`config.mk`:
```
export PLATFORM = sky130hd
export DESIGN_NAME = lsu_wb
export DESIGN_NICKNAME = d
export VERILOG_FILES = /design/src/rtl/lsu_wb.sv
export SDC_FILE = /design/constraint.sdc
export NUM_CORES = 1
export LEC_CHECK = 0
export ABC_CLOCK_PERIOD_IN_PS = 5300
export CORE_AREA = 5 5 123 125
export DETAILED_ROUTE_END_ITERATION = 6
export DIE_AREA = 0 0 128 130
export HOLD_SLACK_MARGIN = 0.1
export PLACE_DENSITY = 0.8
export SLEW_MARGIN = 5
export SYNTH_ARGS = -nofsm -noshare
export SYNTH_HDL_FRONTEND = slang
export SYNTH_SLANG_ARGS = --single-unit
```
`constraint.sdc`:
```
create_clock -name clk -period 5.3 [get_ports clk]
set_clock_uncertainty 0.15 [all_clocks]
set_input_delay 1.59 -clock clk [delete_from_list [all_inputs] [get_ports clk]]
set_output_delay 1.59 -clock clk [all_outputs]
set_load 0.02 [all_outputs]
```
`src/rtl/lsu_wb.sv`:
```
// ============================================================================
// Module   : lsu_wb
// Function : Single-op load/store unit with byte-lane alignment, load
//            extension and a one-cycle register-file writeback.
// Revision : 1.0
// ============================================================================
`default_nettype none

module lsu_wb #(
  parameter int MAX_WAIT = 255
) (
  input  logic        clk,
  input  logic        rst,
  // EXU op
  input  logic        in_valid,
  output logic        in_ready,
  input  logic        in_wr,
  input  logic [2:0]  in_funct3,
  input  logic [31:0] in_addr,
  input  logic [31:0] in_wdata,
  input  logic [4:0]  in_rd,
  // memory request/response
  output logic        mem_req_valid,
  input  logic        mem_req_ready,
  output logic [31:0] mem_addr,
  output logic        mem_wen,
  output logic [31:0] mem_wdata,
  output logic [3:0]  mem_wmask,
  input  logic        mem_rsp_valid,
  input  logic [31:0] mem_rdata,
  // register file write port
  output logic        rf_wen,
  output logic [4:0]  rf_waddr,
  output logic [31:0] rf_wdata,
  output logic        done,
  output logic        err
);

  localparam int c_cnt_w = (MAX_WAIT < 1) ? 1 : $clog2(MAX_WAIT + 1);
  localparam logic [c_cnt_w-1:0] c_max_cnt = c_cnt_w'(MAX_WAIT);

  typedef enum logic [1:0] {
    S_IDLE = 2'd0,
    S_REQ  = 2'd1,
    S_RSP  = 2'd2,
    S_WB   = 2'd3
  } state_t;

  state_t r_state;
  state_t w_state_nxt;

  logic               r_wr;
  logic [2:0]         r_funct3;
  logic [31:0]        r_addr;
  logic [31:0]        r_wdata;
  logic [4:0]         r_rd;
  logic               r_err;
  logic [c_cnt_w-1:0] r_cnt;
  logic [31:0]        r_ldata;

  logic        w_accept;
  logic        w_illegal;
  logic        w_misalign;
  logic        w_fault;
  logic        w_cnt_clr;
  logic        w_cnt_inc;
  logic        w_ld_cap;
  logic        w_timeout;
  logic        w_req;
  logic        w_wb;
  logic [7:0]  w_byte;
  logic [15:0] w_half;
  logic [31:0] w_ld_ext;
  logic [31:0] w_st_wdata;
  logic [3:0]  w_st_wmask;

  // Op classification is done on the incoming fields so a faulting op
  // can skip straight to writeback.
  always_comb begin
    w_illegal = 1'b0;
    case (in_funct3)
      3'b000, 3'b001, 3'b010: w_illegal = 1'b0;
      3'b100, 3'b101:         w_illegal = in_wr;
      default:                w_illegal = 1'b1;
    endcase
  end

  assign w_misalign = ((in_funct3[1:0] == 2'b01) && in_addr[0]) ||
                      ((in_funct3 == 3'b010) && (in_addr[1:0] != 2'b00));
  assign w_fault    = w_illegal || w_misalign;
  assign w_accept   = in_valid && (r_state == S_IDLE);
  assign w_timeout  = (r_cnt == c_max_cnt);

  always_ff @(posedge clk or posedge rst) begin
    if (rst) begin
      r_state <= S_IDLE;
    end else begin
      r_state <= w_state_nxt;
    end
  end

  always_comb begin
    w_state_nxt = r_state;
    w_cnt_clr   = 1'b0;
    w_cnt_inc   = 1'b0;
    w_ld_cap    = 1'b0;
    case (r_state)
      S_IDLE: begin
        if (in_valid) begin
          w_state_nxt = w_fault ? S_WB : S_REQ;
        end
      end
      S_REQ: begin
        if (mem_req_ready) begin
          w_state_nxt = r_wr ? S_WB : S_RSP;
          w_cnt_clr   = !r_wr;
        end
      end
      S_RSP: begin
        if (mem_rsp_valid) begin
          w_ld_cap    = 1'b1;
          w_state_nxt = S_WB;
        end else if (w_timeout) begin
          w_state_nxt = S_WB;
        end else begin
          w_cnt_inc = 1'b1;
        end
      end
      S_WB: begin
        w_state_nxt = S_IDLE;
      end
      default: begin
        w_state_nxt = S_IDLE;
      end
    endcase
  end

  always_ff @(posedge clk or posedge rst) begin
    if (rst) begin
      r_wr     <= 1'b0;
      r_funct3 <= 3'b000;
      r_addr   <= 32'h0;
      r_wdata  <= 32'h0;
      r_rd     <= 5'd0;
      r_err    <= 1'b0;
      r_cnt    <= '0;
      r_ldata  <= 32'h0;
    end else begin
      if (w_accept) begin
        r_wr     <= in_wr;
        r_funct3 <= in_funct3;
        r_addr   <= in_addr;
        r_wdata  <= in_wdata;
        r_rd     <= in_rd;
        r_err    <= w_fault;
      end
      if (w_cnt_clr) begin
        r_cnt <= '0;
      end else if (w_cnt_inc) begin
        r_cnt <= r_cnt + 1'b1;
      end
      if (w_ld_cap) begin
        r_ldata <= w_ld_ext;
      end
      if ((r_state == S_RSP) && !mem_rsp_valid && w_timeout) begin
        r_err <= 1'b1;
      end
    end
  end

  // Load lane select: halves are always 2-byte aligned once we get here.
  assign w_byte = mem_rdata[8*r_addr[1:0] +: 8];
  assign w_half = mem_rdata[16*r_addr[1] +: 16];

  always_comb begin
    w_ld_ext = mem_rdata;
    case (r_funct3)
      3'b000:  w_ld_ext = {{24{w_byte[7]}}, w_byte};
      3'b001:  w_ld_ext = {{16{w_half[15]}}, w_half};
      3'b100:  w_ld_ext = {24'h0, w_byte};
      3'b101:  w_ld_ext = {16'h0, w_half};
      default: w_ld_ext = mem_rdata;
    endcase
  end

  always_comb begin
    w_st_wdata = r_wdata;
    w_st_wmask = 4'b1111;
    case (r_funct3[1:0])
      2'b00: begin
        w_st_wdata = {4{r_wdata[7:0]}};
        w_st_wmask = 4'b0001 << r_addr[1:0];
      end
      2'b01: begin
        w_st_wdata = {2{r_wdata[15:0]}};
        w_st_wmask = 4'b0011 << r_addr[1:0];
      end
      default: begin
        w_st_wdata = r_wdata;
        w_st_wmask = 4'b1111;
      end
    endcase
  end

  assign w_req = (r_state == S_REQ);
  assign w_wb  = (r_state == S_WB);

  assign in_ready      = (r_state == S_IDLE);
  assign mem_req_valid = w_req;
  assign mem_addr      = w_req ? {r_addr[31:2], 2'b00} : 32'h0;
  assign mem_wen       = w_req && r_wr;
  assign mem_wdata     = (w_req && r_wr) ? w_st_wdata : 32'h0;
  assign mem_wmask     = (w_req && r_wr) ? w_st_wmask : 4'b0000;

  assign done     = w_wb;
  assign err      = w_wb && r_err;
  assign rf_wen   = w_wb && !r_wr && !r_err && (r_rd != 5'd0);
  assign rf_waddr = rf_wen ? r_rd : 5'd0;
  assign rf_wdata = rf_wen ? r_ldata : 32'h0;

endmodule

`default_nettype wire

```
### Word level (Yosys, flattened, before mapping)

Cells that the tools add are included.
W data, S select, Z words.

| cells by class | value |
|---|---|
| equal/unequal tests | 16 |
| muxes and demuxes | 27 |
| reduce and logical (&&, ||, !) cells | 26 |
| add/sub/neg operators | 1 |
| shifts and indexed selects | 4 |

Operator list:

| operator | number |
|---|---|
| $pmux W32 S4 | 1 |
| $mux W32 | 3 |
| $pmux W32 S2 | 1 |
| $shiftx A32 B6 Y16 | 1 |
| $shiftx A32 B6 Y8 | 1 |
| $mux W8 | 2 |
| $eq A3 B3 Y1 const B | 4 |
| $logic_and A1 B1 Y1 | 10 |
| $mux W1 | 10 |
| $mux W2 | 5 |
| $add A8 B1 Y8 const B | 1 |
| $eq A8 B8 Y1 const B | 1 |
| $pmux W2 S4 | 1 |
| $pmux W4 S2 | 1 |
| $eq A2 B1 Y1 const B | 3 |
| $eq A3 B1 Y1 const B | 2 |
| $logic_not A3 Y1 | 2 |
| $reduce_bool A2 Y1 | 3 |
| $mux W5 | 1 |
| $reduce_bool A5 Y1 | 1 |
| $eq A2 B2 Y1 const B | 2 |
| $logic_not A2 Y1 | 2 |
| $mux W4 | 1 |
| $ne A2 B2 Y1 const B | 2 |
| other kinds (10) | 13 |

| word-level totals | value |
|---|---|
| logic and storage cells | 83 |
| flip-flop bits (word level) | 116 |
| output and inout bits | 111 |
| input port bits | 110 |

### Longest topological paths before layout

| logic depth | value |
|---|---|
| depth after elaboration | 7 |
| depth in mapped cells | 7 |
| mapped depth without buffers | 6 |

### Worst setup path after synthesis

OpenSTA, ideal clock, no wires.

| timing | value |
|---|---|
| path type | register to output |
| from | register r_state[0] |
| to | output port rf_wdata[22] |
| data required time | 3.560 ns |
| cell stages (with the launch flop) | 6 |
| slack | 1.804 ns |
| arrival time | 1.756 ns |
| path buffers | 1 |
| cells stage by stage | dfrtp_1 > ha_1 > nor3b_1 > o21a_1 > buf_2 > and2_1 |

| on the way | value |
|---|---|
| longest elaborated chain between the ends | 5 |

RTL lines:

| item | RTL line | text |
|---|---|---|
| from (decl) | 49 | `state_t r_state;` |
| from (signal assigned) | 98 | `r_state <= w_state_nxt;` |
| $eq A2 B2 Y1 | 206 | `assign w_wb = (r_state == S_WB);` |
| named net done | 35 | `output logic done,` |
| $logic_and A1 B1 Y1 (3 in series) | 217 | `assign rf_wen = w_wb && !r_wr && !r_err && (r_rd != 5'd0);` |
| named net rf_wen | 32 | `output logic rf_wen,` |
| $mux W32 | 219 | `assign rf_wdata = rf_wen ? r_ldata : 32'h0;` |
| to (decl) | 34 | `output logic [31:0] rf_wdata,` |

The timed path passes the listed nets, and every way through them passes these cells.

### Worst setup path in the final report

| timing | value |
|---|---|
| from | register r_state[0] |
| to | output port rf_wdata[14] |

| on the way | value |
|---|---|
| longest elaborated chain between the ends | 5 |

RTL lines:

| item | RTL line |
|---|---|
| $eq A2 B2 Y1 | 206 |
| $logic_and A1 B1 Y1 (3 in series) | 217 |
| $mux W32 | 219 |

Every way passes these cells.

==> impl_metrics.tcl <==
set metrics [dict create \
    pre_cts_slack_ns 0.734 \
    netlist_area_um2 6190 \
    ys_seq_elements 116 \
    cts_num_sinks 116 \
    wl_met1_mm 7.31 \
    p_int_mw 3.16 \
    start_util_pct 45.0 \
    final.min_clock_period_ns 5.01 \
    yosys.area.top_type_share_pct 46.9 \
    cts.path.max_buffers 2 \
    yosysWarnings 0 \
    hold_buffers 0 \
    worstPathMaxFanout 33 \
    drive_gt1_share_pct 13.6 \
    power.density_nw_per_um2 569 \
    vdd_drop_max_mv 0.350 \
    routedWlPerCell_um 18.6 \
    cts_resized 0 \
    leakagePower_nw 3.82 \
    path_class "flip-flop to output pin" \
    ys_top_cells_by_area "dfrtp_1, mux2_2, and2_1" \
    diodes 0 \
    core-area_um2 13800 \
    status "completed" \
    max_freq_ghz 0.199 \
    firstDrtPassIters 5 \
    wl_met3_mm 1.77 \
    top_layer "met4" \
    yosys.area.top_type "dfrtp_1" \
    antenna_found_initial 0 \
    fin_crit_sh_pct 94.6 \
    die_area_um2 16600 \
    max_slew_margin_pct 23.4 \
    power_mw 5.12 \
    nets 930 \
    synthCells 616 \
    crit_path_end_kind "output pin" \
    power_frac_seq_pct 32.6 \
    cts_setup_buffers 0 \
    drc 0 \
    place.gp.congestion 0.909 \
    viasPerCell 5.41 \
    clk_pin_slew_ns 0.05 \
    syn_area_per_cell_um2 10.1 \
    die_h_um 130 \
    combPwrFrac_pct 46.5 \
    die_w_um 128 \
    cts_root_buffer "clkbuf_16" \
    grt_overflow 0 \
    hold_violations 0 \
    hold_path.class "flip-flop to flip-flop" \
    rsz0062_at_grt "no" \
    cap_violations 0 \
    syn_to_final_growth_pct 45.3 \
    fin_setup_tns_ns 0 \
    yosysSeqAreaShare_pct 46.9 \
    report.final.slew_viol_count 0 \
    worst_pin_slew_ns 1.15 \
    drtAntennaViolNets 0 \
    setup_violations 0 \
    grt_pass1_wl_mm 29.8 \
    async_flop_share_pct 100 \
    met2WireLength_mm 9.26 \
    clock_power_share_pct 20.9 \
    drt_iter0_markers 376 \
    hpwl_mm 13.7 \
    fin_ws_ns 0.286 \
    cts_tree "done" \
    ys_types 47 \
    start_kind "flip-flop" \
    pin_count 221 \
    htree_levels 4 \
    cp.arrival_ns 3.27 \
    synth-edff-count 0 \
    grt_pass1_vias 5773 \
    grt_max_degree 90 \
    cts_buffers 17 \
    finalWirelength_mm 18.7 \
    final_util_pct 65.3 \
    required_ns 3.56 \
    synth_flop_cell "dfrtp_1" \
    track_usage_pct 23.0 \
    dr_total_vias 5436 \
    num_rows 43 \
    switching_power_mw 1.96 \
    portBuffers 218 \
    insertion_delay_ns 0.42 \
    switching_share_pct 38.2 \
]
-- layout make-up --
| cell class | instances | area [µm²] |
|---|---|---|
| Clock inverter | 6 | 80.1 |
| Timing Repair Buffer | 225 | 2230 |
| Sequential cell | 116 | 2900 |
| Fill cell | 1123 | 4770 |
| Clock buffer | 24 | 462 |
| Inverter | 10 | 40.0 |
| Multi-Input combinational cell | 444 | 3050 |
| Tap cell | 180 | 225 |
-- Yosys cell counts (2+ instances only) --
library cell / n
dfrtp_1: 116
mux2_2: 73
and2_1: 70
nand2_1: 54
nor2_1: 47
a21oi_1: 43
mux2i_1: 27
clkbuf_1: 26
nand3_1: 17
o21ai_0: 17
buf_2: 15
a22oi_1: 9
and3_1: 9
inv_1: 9
or3_1: 8
a311oi_1: 7
nand2b_1: 7
o31ai_1: 7
ha_1: 6
xor2_1: 5
nor2b_1: 4
buf_1: 3
o211ai_1: 3
o21ai_1: 3
a221oi_1: 2
a22o_1: 2
a31oi_1: 2
buf_4: 2
nand4_1: 2
nor3_1: 2
nor3b_1: 2
or3b_1: 2
-- registers in the layout, indices dropped and copies added (netlist names) --
name / flops
r_wdata: 32
r_funct3: 3
r_cnt: 8
r_addr: 32
r_state: 2
r_ldata: 32
r_wr: 1
r_err: 1
r_rd: 5
-- cells by family (layout without fill, tap and decap cells) --
| kind of cell | count (synthesis) | in the layout | synth area share (%) |
|---|---|---|---|
| and+or+nand+nor | 229 | 229 | 18.9 |
| DFF | 116 | 116 | 46.9 |
| AOI/OAI and AO/OA | 101 | 101 | 10.2 |
| muxes | 101 | 101 | 18.0 |
| buffers and inverters | 57 | 265 | 4.00 |
| adders and majority gates | 6 | 6 | 1.21 |
| xor gates and xnor gates | 5 | 5 | 0.707 |
| other | 1 | 2 | 0.0606 |
-- worst max-delay path: stages, from the launching register on --
cell and delay, ns:
dfrtp_1 0.42, ha_1 0.22, nor3b_1 0.49, o21a_1 0.82, and2_1 0.27, clkdlybuf4s50_1 0.62
-- cell usage in the layout (no fill, tap or decap), types with 2 or more instances in the layout --
| cell | count |
|---|---|
| o21ai_1 | 3 |
| or3_1 | 8 |
| buf_4 | 7 |
| a22o_1 | 2 |
| nor2b_1 | 4 |
| and3_1 | 9 |
| conb_1 | 2 |
| mux2i_1 | 27 |
| bufinv_16 | 2 |
| clkbuf_16 | 17 |
| a221oi_1 | 2 |
| and2_1 | 70 |
| ha_1 | 6 |
| o21ai_0 | 17 |
| a311oi_1 | 7 |
| nand3_1 | 17 |
| nor3b_1 | 2 |
| a22oi_1 | 9 |
| or3b_1 | 2 |
| clkdlybuf4s50_1 | 218 |
| dfrtp_1 | 115 |
| nand4_1 | 2 |
| o31ai_1 | 7 |
| a21oi_1 | 43 |
| clkinv_2 | 4 |
| nand2_1 | 53 |
| nor3_1 | 2 |
| xor2_1 | 5 |
| clkbuf_1 | 6 |
| nor2_1 | 47 |
| a31oi_1 | 2 |
| inv_1 | 8 |
| nand2b_1 | 7 |
| o211ai_1 | 3 |
| mux2_2 | 73 |
-- final timing paths --
kind | start | to | slack (ns) | cells after the start
max | r_state[0] | rf_wdata[14] | 0.29 | 5
min | r_ldata[5] | r_ldata[5] | 0.32 | 2
max reg2reg | r_addr[1] | r_ldata[30] | 2.69 | 4
min reg2reg | r_ldata[5] | r_ldata[5] | 0.32 | 2
max in group asynchronous | rst | r_ldata[31] | 2.47 | 3
min in group asynchronous | rst | r_addr[16] | 1.65 | 2
-- power groups by stage --
stage	Clock (mW)	Sequential [mW]	Combinational (mW)
floorplan	0	1.49	1.66
global placement	0	1.65	2.33
detailed placement	0	1.67	2.39
CTS	1.09	1.66	2.40
global route	1.13	1.73	2.59
finish	1.07	1.67	2.38
-- through the flow --
stage	hold slack, ns	cell area (µm²)	std cells
5_1_grt	0.354	9000	1005
4_1_cts	0.320	9000	1005
3_3_place_gp	0.305	8460	975
3_5_place_dp	0.309	8460	975
6_report	0.317	9000	1005
2_1_floorplan	0.290	6200	617
-- routing by layer --
| layer | track usage (%) | vias to the layer above |
|---|---|---|
| met2 | 38.6 | 237 |
| met3 | 8.64 | 33 |
| met1 | 27.4 | 2648 |
| met4 | 7.43 | 0 |
| li1 | - | 2518 |
| met5 | 0 | - |
No activity file was read; power rests on OpenSTA's default activity.
